`src/rtl/tmnt_io_pkg.sv`:
```
// Shared register map and helpers for the 68000-side system I/O controller.
package tmnt_io_pkg;

    localparam logic [3:0] CTRL = 4'd0;
    localparam logic [3:0] SND  = 4'd1;
    localparam logic [3:0] WDOG = 4'd2;
    localparam logic [3:0] PRI  = 4'd3;
    localparam logic [3:0] SYS  = 4'd8;
    localparam logic [3:0] P1   = 4'd9;
    localparam logic [3:0] DSW1 = 4'd12;
    localparam logic [3:0] DSW2 = 4'd13;
    localparam logic [3:0] DSW3 = 4'd14;
    localparam logic [3:0] STAT = 4'd15;

    function automatic logic [2:0] ipl_encode(input logic [2:0] level);
        return ~level;
    endfunction

endpackage

```
`src/rtl/sys_io_ctrl_coin_pulse.sv`:
```
// One coin-counter channel: timed pulse from a write strobe, or a plain latch when PULSE = 0.
module coin_pulse #(
    parameter int unsigned PULSE = 16384
) (
    input  logic clk,
    input  logic rst_n,
    input  logic wr,
    input  logic bit_in,
    output logic ctr
);

    generate
        if (PULSE == 0) begin : g_level
            logic lvl_q, lvl_d;

            always_comb begin
                lvl_d = lvl_q;
                if (wr) lvl_d = bit_in;
            end

            always_ff @(posedge clk or negedge rst_n) begin
                if (!rst_n) lvl_q <= 1'b0;
                else        lvl_q <= lvl_d;
            end

            assign ctr = lvl_q;
        end else begin : g_pulse
            localparam int CW = $clog2(PULSE + 1);
            logic [CW-1:0] cnt_q, cnt_d;

            // A written 1 (re)starts the pulse; a written 0 lets it run out.
            always_comb begin
                cnt_d = cnt_q;
                if (wr && bit_in)     cnt_d = CW'(PULSE);
                else if (cnt_q != '0) cnt_d = cnt_q - CW'(1);
            end

            always_ff @(posedge clk or negedge rst_n) begin
                if (!rst_n) cnt_q <= '0;
                else        cnt_q <= cnt_d;
            end

            assign ctr = (cnt_q != '0);
        end
    endgenerate

endmodule

```
`src/rtl/sys_io_ctrl.sv`:
```
// 68000 system I/O: control latches, vblank IRQ, coin counters, watchdog,
// sound-command latch and the input read mux with DTACK.
module sys_io_ctrl
    import tmnt_io_pkg::*;
#(
    parameter int unsigned PLAYERS     = 4,
    parameter int unsigned IRQ_LEVEL   = 5,
    parameter int unsigned IRQ_AUTOACK = 0,
    parameter int unsigned COIN_PULSE  = 16384,
    parameter int unsigned WDT_BITS    = 20
) (
    input  logic                   clk_main,
    input  logic                   nRESET,
    input  logic                   io_cs_n,
    input  logic                   rw,
    input  logic [3:0]             addr,
    input  logic [7:0]             din,
    output logic [7:0]             dout,
    output logic                   dtack_n,
    input  logic                   vblank,
    input  logic                   iack,
    output logic [2:0]             ipl_n,
    input  logic [8*PLAYERS-1:0]   p_in,
    input  logic [7:0]             sys_in,
    input  logic [19:0]            dsw,
    output logic                   rmrd,
    output logic                   int_en,
    output logic                   sndon,
    output logic [1:0]             pri,
    output logic [1:0]             coin_ctr,
    output logic [7:0]             snd_data,
    output logic                   snd_irq,
    input  logic                   snd_ack,
    output logic                   wd_reset_n
);

    // Players beyond the third alias DSW1 in the map, so at most three are readable.
    localparam int unsigned NP = (PLAYERS < 3) ? PLAYERS : 3;

    logic       cs_q, vb_q, dtack_n_q, rmrd_q, int_en_q, sndon_q, snd_pend_q, irq_q;
    logic       cs_d, vb_d, dtack_n_d, rmrd_d, int_en_d, sndon_d, snd_pend_d, irq_d;
    logic [7:0] dout_q, dout_d, snd_data_q, snd_data_d, rd_data;
    logic [1:0] pri_q, pri_d;
    logic       start, wr_ctrl, wr_snd, wr_wdog, wr_pri, rd_en;

    // Fourth player byte is unreachable through the map.
    logic unused_p;
    assign unused_p = ^p_in;

    assign start   = cs_q & ~io_cs_n;
    assign rd_en   = start & rw;
    assign wr_ctrl = start & ~rw & (addr == CTRL);
    assign wr_snd  = start & ~rw & (addr == SND);
    assign wr_wdog = start & ~rw & (addr == WDOG);
    assign wr_pri  = start & ~rw & (addr == PRI);

    always_comb begin
        rd_data = 8'h00;
        case (addr)
            SYS:                        rd_data = sys_in;
            P1, P1 + 4'd1, P1 + 4'd2:   rd_data = 8'hFF;
            DSW1:                       rd_data = dsw[7:0];
            DSW2:                       rd_data = dsw[15:8];
            DSW3:                       rd_data = {4'h0, dsw[19:16]};
            STAT:                       rd_data = {7'h0, snd_pend_q};
            default:                    rd_data = 8'h00;
        endcase
        for (int i = 0; i < int'(NP); i++)
            if (addr == P1 + 4'(i)) rd_data = p_in[i*8 +: 8];
    end

    always_comb begin
        cs_d       = io_cs_n;
        vb_d       = vblank;
        dout_d     = rd_en ? rd_data : dout_q;
        dtack_n_d  = dtack_n_q;
        rmrd_d     = rmrd_q;
        int_en_d   = int_en_q;
        sndon_d    = sndon_q;
        pri_d      = pri_q;
        snd_data_d = snd_data_q;
        snd_pend_d = snd_pend_q;
        irq_d      = irq_q;

        if (io_cs_n)    dtack_n_d = 1'b1;
        else if (start) dtack_n_d = 1'b0;

        if (wr_ctrl) begin
            rmrd_d   = din[7];
            int_en_d = din[5];
            sndon_d  = din[3];
        end
        if (wr_pri) pri_d = din[3:2];

        // A new command overrides an acknowledge arriving in the same clock.
        if (wr_snd) begin
            snd_data_d = din;
            snd_pend_d = 1'b1;
        end else if (snd_ack) begin
            snd_pend_d = 1'b0;
        end

        // Set is evaluated last so a simultaneous vblank edge beats any clear.
        if (wr_ctrl && !din[5])          irq_d = 1'b0;
        if (IRQ_AUTOACK != 0 && iack)    irq_d = 1'b0;
        if (vblank && !vb_q && int_en_q) irq_d = 1'b1;
    end

    always_ff @(posedge clk_main or negedge nRESET) begin
        if (!nRESET) begin
            cs_q       <= 1'b1;
            vb_q       <= 1'b1;
            dout_q     <= 8'h00;
            dtack_n_q  <= 1'b1;
            rmrd_q     <= 1'b0;
            int_en_q   <= 1'b0;
            sndon_q    <= 1'b0;
            pri_q      <= 2'b00;
            snd_data_q <= 8'h00;
            snd_pend_q <= 1'b0;
            irq_q      <= 1'b0;
        end else begin
            cs_q       <= cs_d;
            vb_q       <= vb_d;
            dout_q     <= dout_d;
            dtack_n_q  <= dtack_n_d;
            rmrd_q     <= rmrd_d;
            int_en_q   <= int_en_d;
            sndon_q    <= sndon_d;
            pri_q      <= pri_d;
            snd_data_q <= snd_data_d;
            snd_pend_q <= snd_pend_d;
            irq_q      <= irq_d;
        end
    end

    assign dout     = dout_q;
    assign dtack_n  = dtack_n_q;
    assign rmrd     = rmrd_q;
    assign int_en   = int_en_q;
    assign sndon    = sndon_q;
    assign pri      = pri_q;
    assign snd_data = snd_data_q;
    assign snd_irq  = snd_pend_q;
    assign ipl_n    = irq_q ? ipl_encode(3'(IRQ_LEVEL)) : 3'b111;

    for (genvar c = 0; c < 2; c++) begin : g_coin
        coin_pulse #(.PULSE(COIN_PULSE)) u_coin (
            .clk    (clk_main),
            .rst_n  (nRESET),
            .wr     (wr_ctrl),
            .bit_in (din[c]),
            .ctr    (coin_ctr[c])
        );
    end

    generate
        if (WDT_BITS > 0) begin : g_wdt
            logic [WDT_BITS-1:0] wcnt_q, wcnt_d;
            logic [3:0]          wlow_q, wlow_d;
            logic                wd_n_q, wd_n_d;

            // While the reset request is out the counter is frozen and kicks are ignored.
            always_comb begin
                wcnt_d = wcnt_q;
                wlow_d = wlow_q;
                wd_n_d = wd_n_q;
                if (!wd_n_q) begin
                    wlow_d = wlow_q + 4'd1;
                    if (wlow_q == 4'hF) begin
                        wd_n_d = 1'b1;
                        wcnt_d = '0;
                    end
                end else if (wr_wdog) begin
                    wcnt_d = '0;
                end else if (&wcnt_q) begin
                    wd_n_d = 1'b0;
                    wlow_d = 4'd0;
                end else begin
                    wcnt_d = wcnt_q + WDT_BITS'(1);
                end
            end

            always_ff @(posedge clk_main or negedge nRESET) begin
                if (!nRESET) begin
                    wcnt_q <= '0;
                    wlow_q <= 4'd0;
                    wd_n_q <= 1'b1;
                end else begin
                    wcnt_q <= wcnt_d;
                    wlow_q <= wlow_d;
                    wd_n_q <= wd_n_d;
                end
            end

            assign wd_reset_n = wd_n_q;
        end else begin : g_no_wdt
            logic unused_wdog;
            assign unused_wdog = wr_wdog;
            assign wd_reset_n  = 1'b1;
        end
    endgenerate

endmodule

```
`config.mk`:
```
export PLATFORM = sky130hd
export DESIGN_NAME = sys_io_ctrl
export DESIGN_NICKNAME = d
export VERILOG_FILES = /design/src/rtl/tmnt_io_pkg.sv /design/src/rtl/sys_io_ctrl_coin_pulse.sv /design/src/rtl/sys_io_ctrl.sv
export SDC_FILE = /design/constraint.sdc
export NUM_CORES = 1
export LEC_CHECK = 0
export BUFFER_PORTS_ARGS = -buffer_cell sky130_fd_sc_hd__buf_2
export CORE_MARGIN = 2
export CORE_UTILIZATION = 45
export DETAILED_ROUTE_END_ITERATION = 16
export PLACE_DENSITY_LB_ADDON = 0.05
export SYNTH_ARGS = -nofsm -noshare
export SYNTH_HDL_FRONTEND = slang
export SYNTH_SLANG_ARGS = --single-unit
```
`constraint.sdc`:
```
create_clock -name clk_main -period 5.5 [get_ports clk_main]
set_clock_uncertainty 0.1 [all_clocks]
set_input_delay 1.1 -clock clk_main [delete_from_list [all_inputs] [get_ports clk_main]]
set_output_delay 1.1 -clock clk_main [all_outputs]
set_load 0.03 [all_outputs]
```
Yosys cells after proc, flatten, opt, wreduce, memory -nomap -nowiden

Index checks and enable logic that the tools add are counted.

Reductions and logical operators: 20
Order comparisons: 0
Bitwise logic cells: 9
Div/mod/pow operators: 0
Mux-type cells: 26
Add/subtract/negate cells: 4
Eq/ne operators: 15
Shift-type cells: 0
Multipliers: 0

Operators with widths:

| cell                  | count |
|---|---|
| $mux 20               | 4 |
| $mux 15               | 4 |
| $pmux 8 s6            | 1 |
| $eq 4x4->1 const B    | 9 |
| $reduce_bool 15->1    | 2 |
| $sub 15x1->15 const B | 2 |
| $mux 8                | 3 |
| $add 20x1->20 const B | 1 |
| $reduce_and 20->1     | 1 |
| $mux 4                | 3 |
| $reduce_bool 2->1     | 6 |
| $mux 1                | 10 |
| $eq 4x2->1 const B    | 2 |
| $and 1x1->1           | 7 |
| $logic_and 1x1->1     | 5 |
| $add 4x1->4 const B   | 1 |
| $eq 4x1->1 const B    | 1 |
| $logic_not 4->1       | 1 |
| $reduce_and 2->1      | 2 |
| $mux 3                | 1 |
| $ne 3x3->1 const B    | 1 |
| $reduce_or 3->1       | 1 |
| $logic_not 1->1       | 2 |
| $ne 2x1->1 const B    | 1 |
| other kinds (2)       | 3 |

Memories kept: 0
Bits in latches: 0
Word-level logic and storage cells: 90
Bits in writable memories: 0
Bits of input ports: 79
ROM bits: 0
Flip-flop bits (word level): 81
Output and inout bits: 29

Logic depth before layout (Yosys ltp)

Depth after elaboration: 7
Depth in mapped cells: 8
Depth with buffers taken out: 7

Modules after synthesis

From an unflattened synthesis, not the netlist that was laid out.

Cell total of the unflattened synthesis: 487
Area, all modules: 4,675.7 sq um

By module, submodules not included:

| module      | cells each | times used | seq. area each (sq um) | area an instance (sq um) |
|---|---|---|---|---|
| sys_io_ctrl | 307        | 1          | 1,281.2                | 2,959.1 |
| coin_pulse  | 90         | 2          | 375.4                  | 858.3 |

Least setup slack after synthesis

OpenSTA, ideal clock, no wires.

Path kind: reg-to-output
Start point: register g_coin[0].u_coin.g_pulse.cnt_q[0]
End point: output port coin_ctr[0]
Path slack: 2.433 ns
Stages on the path, launching flop included: 7
Arrival time: 1.867 ns
Data required time: 4.300 ns
Buffers on the path: 2
Cell sequence: dfrtp_1 inv_1 ha_1 or3b_1 or4_1 buf_6 buf_4

Longest elaborated chain between the ends: 1

Ends and longest elaborated chain:

| what                   | line                         | source |
|---|---|---|
| from (decl)            | sys_io_ctrl_coin_pulse.sv:29 | `logic [CW-1:0] cnt_q, cnt_d;` |
| from (signal assigned) | sys_io_ctrl_coin_pulse.sv:40 | `else cnt_q <= cnt_d;` |
| $reduce_bool 15->1     | sys_io_ctrl_coin_pulse.sv:43 | `assign ctr = (cnt_q != '0);` |
| to (decl)              | sys_io_ctrl.sv:30            | `output logic [1:0] coin_ctr,` |

Every way passes these cells.

Worst setup path after layout

Start point: register g_coin[1].u_coin.g_pulse.cnt_q[0]
End point: output port coin_ctr[1]

Longest elaborated chain between the ends: 1

Ends and longest elaborated chain:

| what                   | line |
|---|---|
| from (decl)            | sys_io_ctrl_coin_pulse.sv:29 |
| from (signal assigned) | sys_io_ctrl_coin_pulse.sv:40 |
| $reduce_bool 15->1     | sys_io_ctrl_coin_pulse.sv:43 |

Every way passes these cells.

==> summary.txt <==
Layout
  – Layout Nets: 657
  – Layout cells sized above 1: 26.77%
  – Post-layout util: 54.38%
  – Filler cell count: 932
  – Area Overhead vs Synth: 17.32%
  – # diodes: 0

Critical path
  – Worst-path fanout max: 8
  – R2R Path Start: cs_q
  – Worst setup EP type: output pin
  – WP data required: 4.30 ns
  – Arrival time of the worst setup path: 2.51 ns
  – Cell count of the worst reg-to-reg path: 5
  – Critical-path cell list: inv_1 > ha_1 > nor3b_1 > nand3_1 > or2_2 > buf_2
  – Critical path class: reg2out
  – R2r endpoint: g_coin[0].u_coin.g_pulse.cnt_q[8]
  – Worst R2R Setup Slack: 2.84 ns
  – Slowest CP cell: nor3b_1
  – Max incr delay on CP: 0.52 ns
  – Startpoint Class: flip-flop

Die
  – Initial Util: 46.35%
  – Die Span X: 104.3 µm
  – Rows: 36
  – Top Ports: 108
  – Core Area: 0.009774 mm²
  – Die height: 104.3 µm
  – Die area: 0.01089 mm²

Logic synthesis
  – Seq/Total Area, Yosys: 44.85%
  – Cell taking the most area after synthesis: dfrtp_1
  – Synth top area share: 42.53%
  – Synthesized cell area: 0.004531 mm²
  – Post-synth ARST share: 100.0%
  – Cell with the most instances after synthesis: dfrtp_1
  – Syn Nets: 570
  – Syn. warnings: 0
  – Synth area leaders: dfrtp_1 (43%), nor2_1 (5.2%), nand2_1 (4.1%), a21oi_1 (4.0%), mux2_2 (3.7%)
  – Synth top cells by count: dfrtp_1 (77), nor2_1 (63), nand2_1 (49), a21oi_1 (36), o21ai_0 (19)
  – Mapped Cells: 487
  – Post-synthesis register bit count: 81
  – Yosys cell types: 68
  – Number of synthesized flops with an enable pin: 0
  – Post-synthesis average cell area: 9.303 µm²
  – Synth Flop Type: dfrtp_1

Power and ir drop
  – Net Sw Frac: 32.31%
  – Peak VDD IR: 0.1538 mV
  – Static leakage power: 2.382 nW
  – Sw power: 577.9 µW
  – Power Internal: 1.211 mW
  – P per Cell Area: 336.6 mW/mm²
  – Reg power frac: 46.7%
  – Comb pwr share: 23.4%
  – Clock network power share: 29.9%
  – Total power: 1.789 mW

STA
  – Slew Viols, Final: 0
  – Fmax: 0.2692 GHz
  – Tightest Pin Transition: 1.023 ns
  – Period utilization: 67.53%
  – # setup viols final: 0
  – Setup tns final: 0 ns
  – Worst slew margin: 31.79%
  – RSZ-0062 raised after global routing: no
  – Hold WS: 0.3817 ns
  – Final Hold Vio Count: 0
  – Final Critical Period: 3.714 ns

Job
  – Max_cap viols: 0

Drt
  – Total wire length: 10130 µm
  – ANT nets after route: 0
  – Pre-antenna DRT Iters: 4
  – Routed WL per cell: 14.22 µm
  – Vias: 3836
  – DR vias/cell: 5.388
  – DRC Markers: 0
  – DR iter-0 viols: 176

Placed design
  – Final GP Congestion: 0.8055
  – # port buffers: 97
  – Detailed Place HPWL: 7229 µm

Global routing
  – Initial antenna violation count: 0
  – Pin count of the biggest net entering global routing: 82
  – Total grt overflow: 0
  – First-pass GRT wire length: 17660 µm
  – Global Route Usage Sum: 19.54%
  – Vias in the first global route: 3773

Clock network
  – Total clock sinks: 81
  – Clk buf depth: 2
  – Num CTS Buffers: 9
  – Post-CTS Setup Inserts: 0
  – Post-CTS sizing: 0
  – CTS root buffer: clkbuf_8
  – Clk slew on worst S/H paths: 0.09 ns
  – CTS tree: yes
  – H-tree depth: 3
  – Worst-skew pair later-pin latency: 0.35 ns
  – Hold buffer count at cts: 0

Min path
  – Hold path cells: 2
  – Hold path startpoint: dout[0]
  – Worst hold path class: reg2reg
  – Worst Hold Path EP: dout[0]

Outcome
  – Outcome: finished clean
power by group through the flow:
stage / logic (mW) / clock network [mW] / registers (mW)
2_1_floorplan: 0.268 / 0 / 0.864
3_3_place_gp: 0.411 / 0 / 0.838
3_5_place_dp: 0.423 / 0 / 0.845
4_1_cts: 0.424 / 0.550 / 0.835
5_1_grt: 0.478 / 0.572 / 0.858
6_report: 0.418 / 0.534 / 0.836
state kept, by name, indices dropped and copies added (netlist names):
name	count
cs_q	1
sndon	1
irq_q	1
snd_irq	1
dout	8
g_wdt.wcnt_q	20
rmrd	1
wd_reset_n	1
g_wdt.wlow_q	4
vb_q	1
dtack_n	1
snd_data	8
int_en	1
g_coin.u_coin.g_pulse.cnt_q	30
pri	2
critical path: cells and delay by family (launching register included):
family	cells	cell delay [ns]
adder cells (fa/ha/maj)	1	0.17
flip-flops	1	0.42
AND/OR/NAND/NOR	3	1.32
buffers and inverters	2	0.27
worst max-delay path by stage:
stage,from,endpoint,slack [ns],depth (start not counted)
floorplan,g_coin[0].u_coin.g_pulse.cnt_q[0],coin_ctr[0],2.43,6
global placement,addr[3],g_coin[0].u_coin.g_pulse.cnt_q[7],1.97,6
detailed placement,addr[3],g_coin[0].u_coin.g_pulse.cnt_q[8],1.95,6
CTS,g_coin[1].u_coin.g_pulse.cnt_q[0],coin_ctr[1],1.77,6
global route,g_coin[1].u_coin.g_pulse.cnt_q[1],coin_ctr[1],1.51,6
finish,g_coin[1].u_coin.g_pulse.cnt_q[0],coin_ctr[1],1.79,6
layout by cell type (no fill, tap or decap), types with 5 or more instances in the layout:
cell type	count
nand3b_1	6
nand2b_1	6
buf_2	96
nor3_1	10
o21ai_0	19
a21oi_1	36
a21o_1	5
nand4_1	7
nor2_1	63
nand3_1	11
dfrtp_1	77
nor4_1	11
inv_1	16
xor2_1	14
mux2_2	15
clkbuf_8	9
or3_1	5
nand2_1	49
o22ai_1	5
xnor2_1	16
and3_1	6
mux2i_1	8
or4_1	6
per-stage QoR:
stage / cell area, µm² / cells / setup WS [ns]
after floorplan: 4531 / 487 / 2.433
after global placement: 5072 / 696 / 1.966
after detailed placement: 5072 / 696 / 1.953
after CTS: 5315 / 712 / 1.768
after global routing: 5315 / 712 / 1.509
final: 5315 / 712 / 1.786
kinds of logic (layout without fill, tap and decap cells):
family / after synthesis / after routing / share of synthesized area, %
muxes: 24 / 24 / 5.993
and+or+nand+nor: 212 / 212 / 24.61
buffers and inverters: 39 / 131 / 4.142
DFF: 81 / 81 / 44.85
AOI/OAI and AO/OA: 95 / 95 / 13.06
other: 1 / 1 / 0.08277
xor gates and xnor gates: 31 / 31 / 6.159
adders and majority gates: 4 / 4 / 1.105
final cells by class:
type | count | area [µm²] | share of cell area (%)
multi-input cells | 367 | 2311 | 43.48
flip-flops and latches | 81 | 2032 | 38.23
clock buffers | 10 | 127.6 | 2.401
well taps | 133 | 166.4 | 3.131
clock inverters | 6 | 115.1 | 2.166
repair buffers | 99 | 503.0 | 9.463
inverters | 16 | 60.06 | 1.130
layer usage:
| metal | track usage [%] | up-vias | wire length [µm] | share of wire [%] |
|---|---|---|---|---|
| li1 | - | 1897 | - | - |
| met1 | 27.22 | 1857 | 4961 | 49 |
| met2 | 30.67 | 67 | 4591 | 45 |
| met3 | 3.885 | 15 | 394 | 3.9 |
| met4 | 6.178 | 0 | 180 | 1.8 |
| met5 | 0 | - | 0 | 0 |
No activity file was read; power rests on OpenSTA's default activity.
